## src/rtl/rv32i_inst_encoder_loader_pkg.sv

```systemverilog
// rv32i_enc_pkg: symbolic op codes, RV32I major opcodes and funct fields for the instruction encoder.
package rv32i_enc_pkg;
    localparam logic [5:0] OP_ADD  = 6'd0,  OP_SUB  = 6'd1,  OP_SLL  = 6'd2,  OP_SLT   = 6'd3;
    localparam logic [5:0] OP_SLTU = 6'd4,  OP_XOR  = 6'd5,  OP_SRL  = 6'd6,  OP_SRA   = 6'd7;
    localparam logic [5:0] OP_OR   = 6'd8,  OP_AND  = 6'd9,  OP_ADDI = 6'd10, OP_SLTI  = 6'd11;
    localparam logic [5:0] OP_SLTIU = 6'd12, OP_XORI = 6'd13, OP_ORI = 6'd14, OP_ANDI  = 6'd15;
    localparam logic [5:0] OP_SLLI = 6'd16, OP_SRLI = 6'd17, OP_SRAI = 6'd18, OP_LB    = 6'd19;
    localparam logic [5:0] OP_LH   = 6'd20, OP_LW   = 6'd21, OP_LBU  = 6'd22, OP_LHU   = 6'd23;
    localparam logic [5:0] OP_SB   = 6'd24, OP_SH   = 6'd25, OP_SW   = 6'd26, OP_BEQ   = 6'd27;
    localparam logic [5:0] OP_BNE  = 6'd28, OP_BLT  = 6'd29, OP_BGE  = 6'd30, OP_BLTU  = 6'd31;
    localparam logic [5:0] OP_BGEU = 6'd32, OP_LAST = 6'd32;

    localparam logic [6:0] OPC_R = 7'b0110011, OPC_I = 7'b0010011, OPC_LOAD = 7'b0000011;
    localparam logic [6:0] OPC_STORE = 7'b0100011, OPC_BRANCH = 7'b1100011;
    localparam logic [6:0] F7_BASE = 7'b0000000, F7_ALT = 7'b0100000;

    localparam logic [2:0] F3_ADD = 3'd0, F3_SLL = 3'd1, F3_SLT = 3'd2, F3_SLTU = 3'd3;
    localparam logic [2:0] F3_XOR = 3'd4, F3_SR  = 3'd5, F3_OR  = 3'd6, F3_AND  = 3'd7;
    localparam logic [2:0] F3_B = 3'd0, F3_H = 3'd1, F3_W = 3'd2, F3_BU = 3'd4, F3_HU = 3'd5;
    localparam logic [2:0] F3_BEQ = 3'd0, F3_BNE = 3'd1, F3_BLT = 3'd4, F3_BGE = 3'd5;
    localparam logic [2:0] F3_BLTU = 3'd6, F3_BGEU = 3'd7;

    function automatic logic [2:0] funct3(input logic [5:0] op);
        case (op)
            OP_SLL, OP_SLLI:          return F3_SLL;
            OP_SLT, OP_SLTI:          return F3_SLT;
            OP_SLTU, OP_SLTIU:        return F3_SLTU;
            OP_XOR, OP_XORI:          return F3_XOR;
            OP_SRL, OP_SRA, OP_SRLI, OP_SRAI: return F3_SR;
            OP_OR, OP_ORI:            return F3_OR;
            OP_AND, OP_ANDI:          return F3_AND;
            OP_LH, OP_SH:             return F3_H;
            OP_LW, OP_SW:             return F3_W;
            OP_LBU:                   return F3_BU;
            OP_LHU:                   return F3_HU;
            OP_BNE:                   return F3_BNE;
            OP_BLT:                   return F3_BLT;
            OP_BGE:                   return F3_BGE;
            OP_BLTU:                  return F3_BLTU;
            OP_BGEU:                  return F3_BGEU;
            default:                  return F3_ADD;
        endcase
    endfunction
endpackage

```

## src/rtl/rv32i_inst_encoder_loader_if.sv

```systemverilog
// rv32i_inst_encoder_loader_if: symbolic instruction request channel with valid/ready handshake.
interface rv32i_inst_encoder_loader_if;
    logic        in_valid;
    logic        in_ready;
    logic [5:0]  in_op;
    logic [4:0]  in_rd, in_rs1, in_rs2;
    logic [31:0] in_imm;
    modport master (output in_valid, in_op, in_rd, in_rs1, in_rs2, in_imm, input in_ready);
    modport slave  (input in_valid, in_op, in_rd, in_rs1, in_rs2, in_imm, output in_ready);
endinterface

```

## src/rtl/rv32i_word_encoder.sv

```systemverilog
// rv32i_word_encoder: combinational (op, rd, rs1, rs2, imm) -> RV32I word plus reject flag.
// ENCODER_RANGE_CHECK_EN rejects immediates that do not fit their field instead of truncating.
module rv32i_word_encoder
    import rv32i_enc_pkg::*;
(
    input  logic [5:0]  op_i,
    input  logic [4:0]  rd_i,
    input  logic [4:0]  rs1_i,
    input  logic [4:0]  rs2_i,
    input  logic [31:0] imm_i,
    output logic [31:0] word_o,
    output logic        reject_o
);
    logic is_r, is_i, is_sh, is_ld, is_st, is_br;
    logic [2:0] f3;
    logic [6:0] f7;
    assign is_r  = op_i <= OP_AND;
    assign is_i  = op_i >= OP_ADDI && op_i <= OP_ANDI;
    assign is_sh = op_i >= OP_SLLI && op_i <= OP_SRAI;
    assign is_ld = op_i >= OP_LB && op_i <= OP_LHU;
    assign is_st = op_i >= OP_SB && op_i <= OP_SW;
    assign is_br = op_i >= OP_BEQ && op_i <= OP_BGEU;
    assign f3 = funct3(op_i);
    assign f7 = (op_i == OP_SUB || op_i == OP_SRA || op_i == OP_SRAI) ? F7_ALT : F7_BASE;
    always_comb begin
        word_o = is_r  ? {f7, rs2_i, rs1_i, f3, rd_i, OPC_R} :
                 is_sh ? {f7, imm_i[4:0], rs1_i, f3, rd_i, OPC_I} :
                 is_i  ? {imm_i[11:0], rs1_i, f3, rd_i, OPC_I} :
                 is_ld ? {imm_i[11:0], rs1_i, f3, rd_i, OPC_LOAD} :
                 is_st ? {imm_i[11:5], rs2_i, rs1_i, f3, imm_i[4:0], OPC_STORE} :
                 is_br ? {imm_i[12], imm_i[10:5], rs2_i, rs1_i, f3, imm_i[4:1], imm_i[11], OPC_BRANCH} :
                         32'd0;
    end
`ifdef ENCODER_RANGE_CHECK_EN
    logic i_ok, b_ok, s_ok;
    assign i_ok = &imm_i[31:11] || ~|imm_i[31:11];
    assign b_ok = (&imm_i[31:12] || ~|imm_i[31:12]) && !imm_i[0];
    assign s_ok = ~|imm_i[31:5];
    assign reject_o = op_i > OP_LAST || ((is_i || is_ld || is_st) && !i_ok) ||
                      (is_br && !b_ok) || (is_sh && !s_ok);
`else
    logic unused_imm;
    assign unused_imm = ^imm_i[31:13];
    assign reject_o = op_i > OP_LAST;
`endif
endmodule

```

## src/rtl/rv32i_inst_encoder_loader.sv

```systemverilog
// rv32i_inst_encoder_loader: encodes symbolic requests and writes them to instruction memory from word 0.
// Optional ENCODER_RANGE_CHECK_EN turns out-of-range immediates into rejections.
module rv32i_inst_encoder_loader
    import rv32i_enc_pkg::*;
#(
    parameter int ADDR_W    = 8,
    parameter int ERR_CNT_W = 8
) (
    input  logic                 clk,
    input  logic                 rst_n,
    input  logic                 start,
    rv32i_inst_encoder_loader_if.slave req,
    output logic                 mem_we,
    output logic [ADDR_W-1:0]    mem_addr,
    output logic [31:0]          mem_wdata,
    output logic                 full,
    output logic                 err_pulse,
    output logic [ERR_CNT_W-1:0] err_cnt,
    output logic [ADDR_W:0]      word_cnt
);
    localparam logic [ADDR_W:0] DEPTH = (ADDR_W+1)'(1 << ADDR_W);
    logic [31:0] word, wdata_q, wdata_d;
    logic rej, acc, we_q, we_d, err_q, err_d;
    logic [ADDR_W:0] ptr_q, ptr_d, cnt_q, cnt_d;
    logic [ERR_CNT_W-1:0] ecnt_q, ecnt_d;

    rv32i_word_encoder u_enc (
        .op_i(req.in_op), .rd_i(req.in_rd), .rs1_i(req.in_rs1), .rs2_i(req.in_rs2),
        .imm_i(req.in_imm), .word_o(word), .reject_o(rej)
    );

    assign full = cnt_q == DEPTH;
    assign req.in_ready = !full && !start;
    assign acc = req.in_valid && req.in_ready;

    // word_cnt counts accepted words including the one in flight; the pointer counts completed writes
    always_comb begin
        we_d    = acc && !rej;
        err_d   = acc && rej;
        wdata_d = acc ? word : wdata_q;
        ptr_d   = start ? '0 : ptr_q + (ADDR_W+1)'(we_q);
        cnt_d   = start ? '0 : cnt_q + (ADDR_W+1)'(we_d);
        ecnt_d  = start ? '0 : (err_d && !(&ecnt_q)) ? ecnt_q + ERR_CNT_W'(1) : ecnt_q;
    end

    always_ff @(posedge clk) begin
        if (!rst_n) begin
            we_q    <= 1'b0;
            err_q   <= 1'b0;
            wdata_q <= '0;
            ptr_q   <= '0;
            cnt_q   <= '0;
            ecnt_q  <= '0;
        end else begin
            we_q    <= we_d;
            err_q   <= err_d;
            wdata_q <= wdata_d;
            ptr_q   <= ptr_d;
            cnt_q   <= cnt_d;
            ecnt_q  <= ecnt_d;
        end
    end

    assign mem_we    = we_q;
    assign mem_addr  = ptr_q[ADDR_W-1:0];
    assign mem_wdata = wdata_q;
    assign err_pulse = err_q;
    assign err_cnt   = ecnt_q;
    assign word_cnt  = cnt_q;
endmodule

```

## src/flat_wrapper.sv

```systemverilog
// flat-port wrapper written by rule: the top's interface ports become plain ports
module rv32i_inst_encoder_loader_flat import rv32i_enc_pkg::*;
#(
    parameter int ADDR_W    = 8,
    parameter int ERR_CNT_W = 8
)
  (clk, rst_n, start, mem_we, mem_addr, mem_wdata, full, err_pulse, err_cnt, word_cnt, req_in_valid, req_in_op, req_in_rd, req_in_rs1, req_in_rs2, req_in_imm, req_in_ready);
  rv32i_inst_encoder_loader_if req_i ();
  input  logic clk;
  input  logic rst_n;
  input  logic start;
  output logic mem_we;
  output logic [ADDR_W-1:0] mem_addr;
  output logic [31:0] mem_wdata;
  output logic full;
  output logic err_pulse;
  output logic [ERR_CNT_W-1:0] err_cnt;
  output logic [ADDR_W:0] word_cnt;
  input wire logic [$bits(req_i.in_valid)-1:0] req_in_valid;
  input wire logic [$bits(req_i.in_op)-1:0] req_in_op;
  input wire logic [$bits(req_i.in_rd)-1:0] req_in_rd;
  input wire logic [$bits(req_i.in_rs1)-1:0] req_in_rs1;
  input wire logic [$bits(req_i.in_rs2)-1:0] req_in_rs2;
  input wire logic [$bits(req_i.in_imm)-1:0] req_in_imm;
  output wire logic [$bits(req_i.in_ready)-1:0] req_in_ready;
  assign req_i.in_valid = req_in_valid;
  assign req_i.in_op = req_in_op;
  assign req_i.in_rd = req_in_rd;
  assign req_i.in_rs1 = req_in_rs1;
  assign req_i.in_rs2 = req_in_rs2;
  assign req_i.in_imm = req_in_imm;
  assign req_in_ready = req_i.in_ready;
  rv32i_inst_encoder_loader #(.ADDR_W(ADDR_W), .ERR_CNT_W(ERR_CNT_W)) u_core (.clk(clk), .rst_n(rst_n), .start(start), .req(req_i), .mem_we(mem_we), .mem_addr(mem_addr), .mem_wdata(mem_wdata), .full(full), .err_pulse(err_pulse), .err_cnt(err_cnt), .word_cnt(word_cnt));
endmodule
```

## config.mk

```make
export PLATFORM = sky130hd
export DESIGN_NAME = rv32i_inst_encoder_loader_flat
export DESIGN_NICKNAME = d
export VERILOG_FILES = /design/src/rtl/rv32i_inst_encoder_loader_pkg.sv /design/src/rtl/rv32i_inst_encoder_loader_if.sv /design/src/rtl/rv32i_word_encoder.sv /design/src/rtl/rv32i_inst_encoder_loader.sv /design/src/flat_wrapper.sv
export SDC_FILE = /design/constraint.sdc
export NUM_CORES = 1
export LEC_CHECK = 0
export CORE_MARGIN = 2
export CORE_UTILIZATION = 44
export DETAILED_ROUTE_END_ITERATION = 8
export GPL_ROUTABILITY_DRIVEN = 1
export GPL_TIMING_DRIVEN = 0
export PLACE_DENSITY = 0.88
export SYNTH_ARGS = -nofsm -noshare
export SYNTH_HDL_FRONTEND = slang
export SYNTH_SLANG_ARGS = --single-unit
```

## constraint.sdc

```tcl
create_clock -name clk -period 3.05 [get_ports clk]
set_input_delay 0.7625 -clock clk [delete_from_list [all_inputs] [get_ports clk]]
set_output_delay 0.7625 -clock clk [all_outputs]
set_load 0.01 [all_outputs]
```

# Word level (Yosys, flattened, before mapping)
# Memories as Yosys holds them, arrays and structs flattened.
# Index checks and enable logic that the tools add are counted.
# classes
div,0
order_cmp,12
mux,7
n_bitwise,1
reduce_logical,18
eq_ne,4
n_mul,0
n_addsub,3
shift,0
# ops
cell,n
$mux W32,6
$ge A6 B5 Y1 const B,4
$add A9 B1 Y9,2
$le A6 B5 Y1 const B,3
$le A6 B4 Y1 const B,2
$logic_and A1 B1 Y1,10
$eq A9 B9 Y1 const B,1
$add A8 B1 Y8 const B,1
$reduce_and A8 Y1,1
$eq A6 B1 Y1 const B,1
$eq A6 B3 Y1 const B,1
$eq A6 B5 Y1 const B,1
$ge A6 B4 Y1 const B,1
$gt A6 B6 Y1 const B,1
$le A6 B6 Y1 const B,1
$mux W6,1
$logic_not A1 Y1,4
$logic_or A1 B1 Y1,2
$reduce_or A2 Y1,1
$not A1 Y1,1
# totals
input_bits,57
word_cells,52
romBits,192
mem_bits_rw,0
latchBits,0
memories,1
out_inout_bits,61
regBits,60
# mem_list
name,depth,word_bits,read_ports,rd_ports_with_merged_regs,wr,line,text
(no name shown),64,3,1,0,0,rv32i_inst_encoder_loader_pkg.sv:24,case (op)

# Longest topological paths before layout
# Gate-level depths: netlist (run 1).
# depth
depth_word,8
ltp_mapped,10
ltp_nobuf,8

# By module
# From an unflattened synthesis (run 1), not the netlist that was laid out.
# hier_totals
hier_cells,390
hier_area_um2,3368.2
# modules_own_cells
mod,seq_area_each_um2,instances,area_per_inst_um2,cells_per_inst
rv32i_inst_encoder_loader,1181.1,1,2428.6,276
rv32i_word_encoder,0.0,1,939.7,114

# Worst setup path after synthesis (run 1)
# No wires, ideal clock.
# synth_path
path_kind,input to register
start,input port req_in_op[4]
end,register u_core.cnt_q[8] (netlist: u_core.word_cnt[8])
t_required_ns,2.980
setup_slack_ns,0.510
path_stages,9
n_path_buf,1
t_arrival_ns,2.470
cell_sequence,clkbuf_1 -> nor4_2 -> a21boi_0 -> nor2_1 -> ha_1 -> ha_1 -> nand3_1 -> or3_1 -> a21oi_1
# synth_between
elab_chain_cells,4
# synth_lines
item,line,text
from (decl),flat_wrapper.sv:20,input wire logic [$bits(req_i.in_op)-1:0] req_in_op;
$gt A6 B6 Y1,rv32i_word_encoder.sv:44,assign reject_o = op_i > OP_LAST;
$logic_not A1 Y1,rv32i_inst_encoder_loader.sv:38,we_d = acc && !rej;
$logic_and A1 B1 Y1,rv32i_inst_encoder_loader.sv:38,
named net u_core.we_d,rv32i_inst_encoder_loader.sv:23,"logic rej, acc, we_q, we_d, err_q, err_d;"
$add A9 B1 Y9,rv32i_inst_encoder_loader.sv:42,cnt_d = start ? '0 : cnt_q + (ADDR_W+1)'(we_d);
to (signal assigned),rv32i_inst_encoder_loader.sv:59,cnt_q <= cnt_d;
to (decl),rv32i_inst_encoder_loader.sv:24,"logic [ADDR_W:0] ptr_q, ptr_d, cnt_q, cnt_d;"
# The timed path passes the listed nets, and every way through them passes these cells.
# A chain may end at the register's enable or synchronous reset.

# Worst setup path after layout (run 1)
# layout_path
start,input port req_in_op[1]
end,register u_core.wdata_q[23] (netlist: u_core.mem_wdata[23])
# layout_between
elab_chain_cells,8
word_cells_on_any_way,22
# layout_lines
item,line,text
$ge A6 B5 Y1 or $le A6 B6 Y1 (tied branches),rv32i_word_encoder.sv:22,assign is_br = op_i >= OP_BEQ && op_i <= OP_BGEU;
$logic_and A1 B1 Y1,rv32i_word_encoder.sv:22,
$mux W32,rv32i_word_encoder.sv:31,"is_br ? {imm_i[12], imm_i[10:5], rs2_i, rs1_i, f3, imm_i[4:1], imm_i[11], OPC_BRANCH} :"
$mux W32,rv32i_word_encoder.sv:30,"is_st ? {imm_i[11:5], rs2_i, rs1_i, f3, imm_i[4:0], OPC_STORE} :"
$mux W32,rv32i_word_encoder.sv:29,"is_ld ? {imm_i[11:0], rs1_i, f3, rd_i, OPC_LOAD} :"
$mux W32,rv32i_word_encoder.sv:28,"is_i ? {imm_i[11:0], rs1_i, f3, rd_i, OPC_I} :"
$mux W32,rv32i_word_encoder.sv:27,"is_sh ? {f7, imm_i[4:0], rs1_i, f3, rd_i, OPC_I} :"
$mux W32 (*),rv32i_word_encoder.sv:26,"word_o = is_r ? {f7, rs2_i, rs1_i, f3, rd_i, OPC_R} :"
to (signal assigned),rv32i_inst_encoder_loader.sv:57,wdata_q <= wdata_d;
to (decl),rv32i_inst_encoder_loader.sv:22,"logic [31:0] word, wdata_q, wdata_d;"
# Every way passes the cells marked *; elsewhere a longest branch is shown, timed or not.

==> run_results.csv, run 1 <==
group,metric,value,unit
yosys,yosys-top-cells-count,"dfxtp_1 (56), nor2_1 (33), nand3_1 (29)",
yosys,yosys_warnings,0,
yosys,postSynthCellCount,332,
place,gp_congestion,0.882,
place,port_buffers,95,
die,die_w,85.9,microns
detailed_routing,wirelength,8180,microns
detailed_routing,vias,2916,
timing,worst_pin_slew,618,ps
grt,overflow,0,
clock_tree,postCtsSetupBuffers,0,
detailed_routing,wl_per_cell,15.9,microns
critical_path,crit_fanout,11,
clock_tree,cts.clk_slew.worst_paths,110,ps
final_layout,final_util,0.644,
critical_path,critPathArrivalTime,3130,ps
hold_path,hold_path.class,"flop to flop",
critical_path,crit_buf_inv,2,
power_and_ir_drop,power_density,372,nW/um^2
timing,tns,0,ps
die,row_count,29,
detailed_routing,drc,2,
critical_path,crit_type,"input port to flop",
power_and_ir_drop,p_comb_frac,0.179,
yosys,syn_area,2950,sq um
place,place_hpwl,6030,microns
die,dieArea,7380,sq um
critical_path,worst_ep_required_time,3260,ps
critical_path,max_stage_delay,510,ps
final_layout,post-route-cell-area,4140,sq um
clock_tree,cts.sinks,56,
critical_path,startpoint_type,"input port",
grt,grt_pass1_wl,12800,microns
grt,grt_max_degree,18,
timing,hold_viol,0,
detailed_routing,firstDrtPassIters,6,
power_and_ir_drop,p_int,1.13,mW
yosys,post_synth.cell_area_avg,8.89,sq um
flow_run,maxCapViolCount,0,
timing,slew_viol_final,0,
timing,fin_hold_ws,456,ps
power_and_ir_drop,switching_share,0.264,
yosys,seq_area_frac_synth,0.380,
timing,skew,7.39,ps
grt,grt_antenna_before_repair,0,
yosys,yosysTopAreaCellShare,0.380,
yosys,synth.area.top_cells,"dfxtp_1 (38%), ha_1 (5.1%), nand3_1 (4.9%)",
timing,fin_crit_sh,0.958,
die,die_h,85.9,microns
die,start_util,0.460,
yosys,synth_most_common_cell,"dfxtp_1",
yosys,yosysTopAreaCell,"dfxtp_1",
timing,rsz0062_at_grt,"no",
yosys,yosys_register_bits,56,
clock_tree,root_buffer,"clkbuf_8",
critical_path,crit_slowest_cell,"clkdlybuf4s15_1",
critical_path,crit_family,"simple AND/OR/NAND/NOR gates",
clock_tree,cts_tree,"done",
timing,setup_violations,0,
clock_tree,ctsHoldBuffers,0,
yosys,yosys.cell_types.count,56,
run_status,status,"complete, but fails checks",
clock_tree,clock_latency,310,ps
critical_path,cp_cell_sequence,"clkdlybuf4s15_1 > inv_1 > ha_1 > or3b_4 > and2_1 > nand2b_1 > a221oi_1 > nor2_1",
die,io_pins,118,
final_layout,nNetsFinal,504,
grt,grtUsageTotal,0.215,
final_layout,area_growth,40.2,%
power_and_ir_drop,power_frac_seq,0.494,
clock_tree,clk_path_buf_depth,2,
yosys,synth-main-ff-cell,"dfxtp_1",
yosys,synth_edf_count,0,
critical_path,end_kind,"flop",
power_and_ir_drop,clockPowerShare,0.327,
place,place_area,4000,sq um
detailed_routing,dr.first_iter.drc_count,109,
grt,grt_pass1_vias,2686,
power_and_ir_drop,switching_power,0.406,mW
hold_path,holdPathStages,2,
critical_path,ff2ff_path_depth,10,
timing,relSlewSlack,0.585,
final_layout,drive_gt1_frac,0.0986,
yosys,ys_async_sr_fraction,0,
power_and_ir_drop,p_leak,1.52,nW
final_layout,fillers,533,
clock_tree,h-tree-depth,2,
power_and_ir_drop,ir_worst_vdd,0.000238,V
detailed_routing,viasPerCell,5.68,
timing,fin_crit,2920,ps
timing,fmax,0.342,GHz
detailed_routing,ant_nets,0,
run_status,violations,"DRC",
die,core_area,6420,sq um
clock_tree,numCtsBuffers,5,
critical_path,cp.depth,8,
final_layout,diodes,0,
[worst paths after layout]
check,from,slack [ps],endpoint
worst max-delay path,req_in_op[1],130,u_core.mem_wdata[23]
worst min-delay path,u_core.mem_wdata[19],460,u_core.mem_wdata[19]
worst max register to register,u_core.word_cnt[2],580,u_core.word_cnt[8]
worst min register to register,u_core.mem_wdata[19],460,u_core.mem_wdata[19]
[worst reg2reg max path, delay by kind of cell, from the launching register on]
family	cells	cell delay, ps
AOI/OAI and AO/OA	2	470
buffers and inverters	2	360
and+or+nand+nor	4	670
DFF	1	490
adders and majority gates	2	430
[metal layers]
layer / vias up / GRT usage / share of wire
met5: - / 0 / 0
met4: 0 / 0.0505 / 0.011
met3: 10 / 0.0510 / 0.072
met2: 126 / 0.384 / 0.48
met1: 1386 / 0.260 / 0.43
li1: 1394 / - / -
[power groups by stage]
stage	registers [mW]	clock network, mW	logic, mW
floorplan	0.784	0	0.130
global placement	0.775	0	0.264
detailed placement	0.775	0	0.270
CTS	0.759	0.506	0.272
global route	0.761	0.538	0.296
finish	0.759	0.504	0.275
[per-stage QoR]
stage                     setup slack, ps  total power, mW  cells
after floorplan                       510            0.913    333
after global placement               -389             1.04    505
after detailed placement             -453             1.05    505
after CTS                            28.9             1.54    513
after global routing                 3.53             1.60    513
final                                 129             1.54    513
[sequential cells by signal (all words and copies together) (netlist names)]
name and flops:
u_core.mem_we 1, u_core.mem_wdata 29, u_core.ptr_q 8, u_core.word_cnt 9, u_core.err_pulse 1, u_core.err_cnt 8
[placed cells by master (no fill, tap or decap), types with 3 or more instances in the layout]
cell	n
nand2_1	27
clkbuf_8	5
nor2b_1	6
a21oi_1	8
mux2i_1	3
ha_1	11
o21ai_0	20
inv_1	5
buf_2	6
o21ai_1	4
and2_1	7
a211oi_1	4
clkdlybuf4s50_1	92
a221oi_1	9
dfxtp_1	56
nor4_1	3
nor3_1	5
a21boi_1	11
xnor2_1	10
xor2_1	7
nand2b_1	3
nor4_2	3
nor2_1	32
nand3_1	28
and3_1	5
or3_1	3
clkbuf_1	9
a21boi_0	3
buf_4	4
[what timing repair did]
item,CTS,global route
gates cloned,0,0
resized for setup,2,9
pin swaps,0,2
endpoints found under the setup margin,26,29
[cells by family (layout without fill, tap and decap cells)]
group	Yosys count	in the layout	share of synthesized area
AOI/OAI and AO/OA	77	77	0.201
xor gates and xnor gates	17	17	0.0504
adders and majority gates	12	12	0.0509
buffers and inverters	26	129	0.0458
DFF	56	56	0.380
muxes	5	5	0.0178
other	1	2	0.00127
and+or+nand+nor	138	138	0.254
[layout make-up]
cell class,instances,area [sq um],area share
Timing Repair Buffer,95,956,0.231
Clock inverter,2,38.8,0.00937
Tap cell,77,96.3,0.0233
Multi-Input combinational cell,251,1720,0.415
Sequential cell,56,1120,0.271
Clock buffer,6,72.6,0.0175
Buffer,21,118,0.0284
Inverter,5,18.8,0.00453
Note: power is estimated with default switching activity, not from simulation.
==> run 2, diff against run 1 <==
--- a/config.mk
+++ b/config.mk
@@ -7,6 +7,7 @@
 export LEC_CHECK = 0
 export CORE_MARGIN = 2
 export CORE_UTILIZATION = 44
+export CTS_CLUSTER_SIZE = 14
 export DETAILED_ROUTE_END_ITERATION = 8
 export GPL_ROUTABILITY_DRIVEN = 1
 export GPL_TIMING_DRIVEN = 0
==> results of run 2 <==
No change in the layout: final DEF, timing and power equal those of run 1.
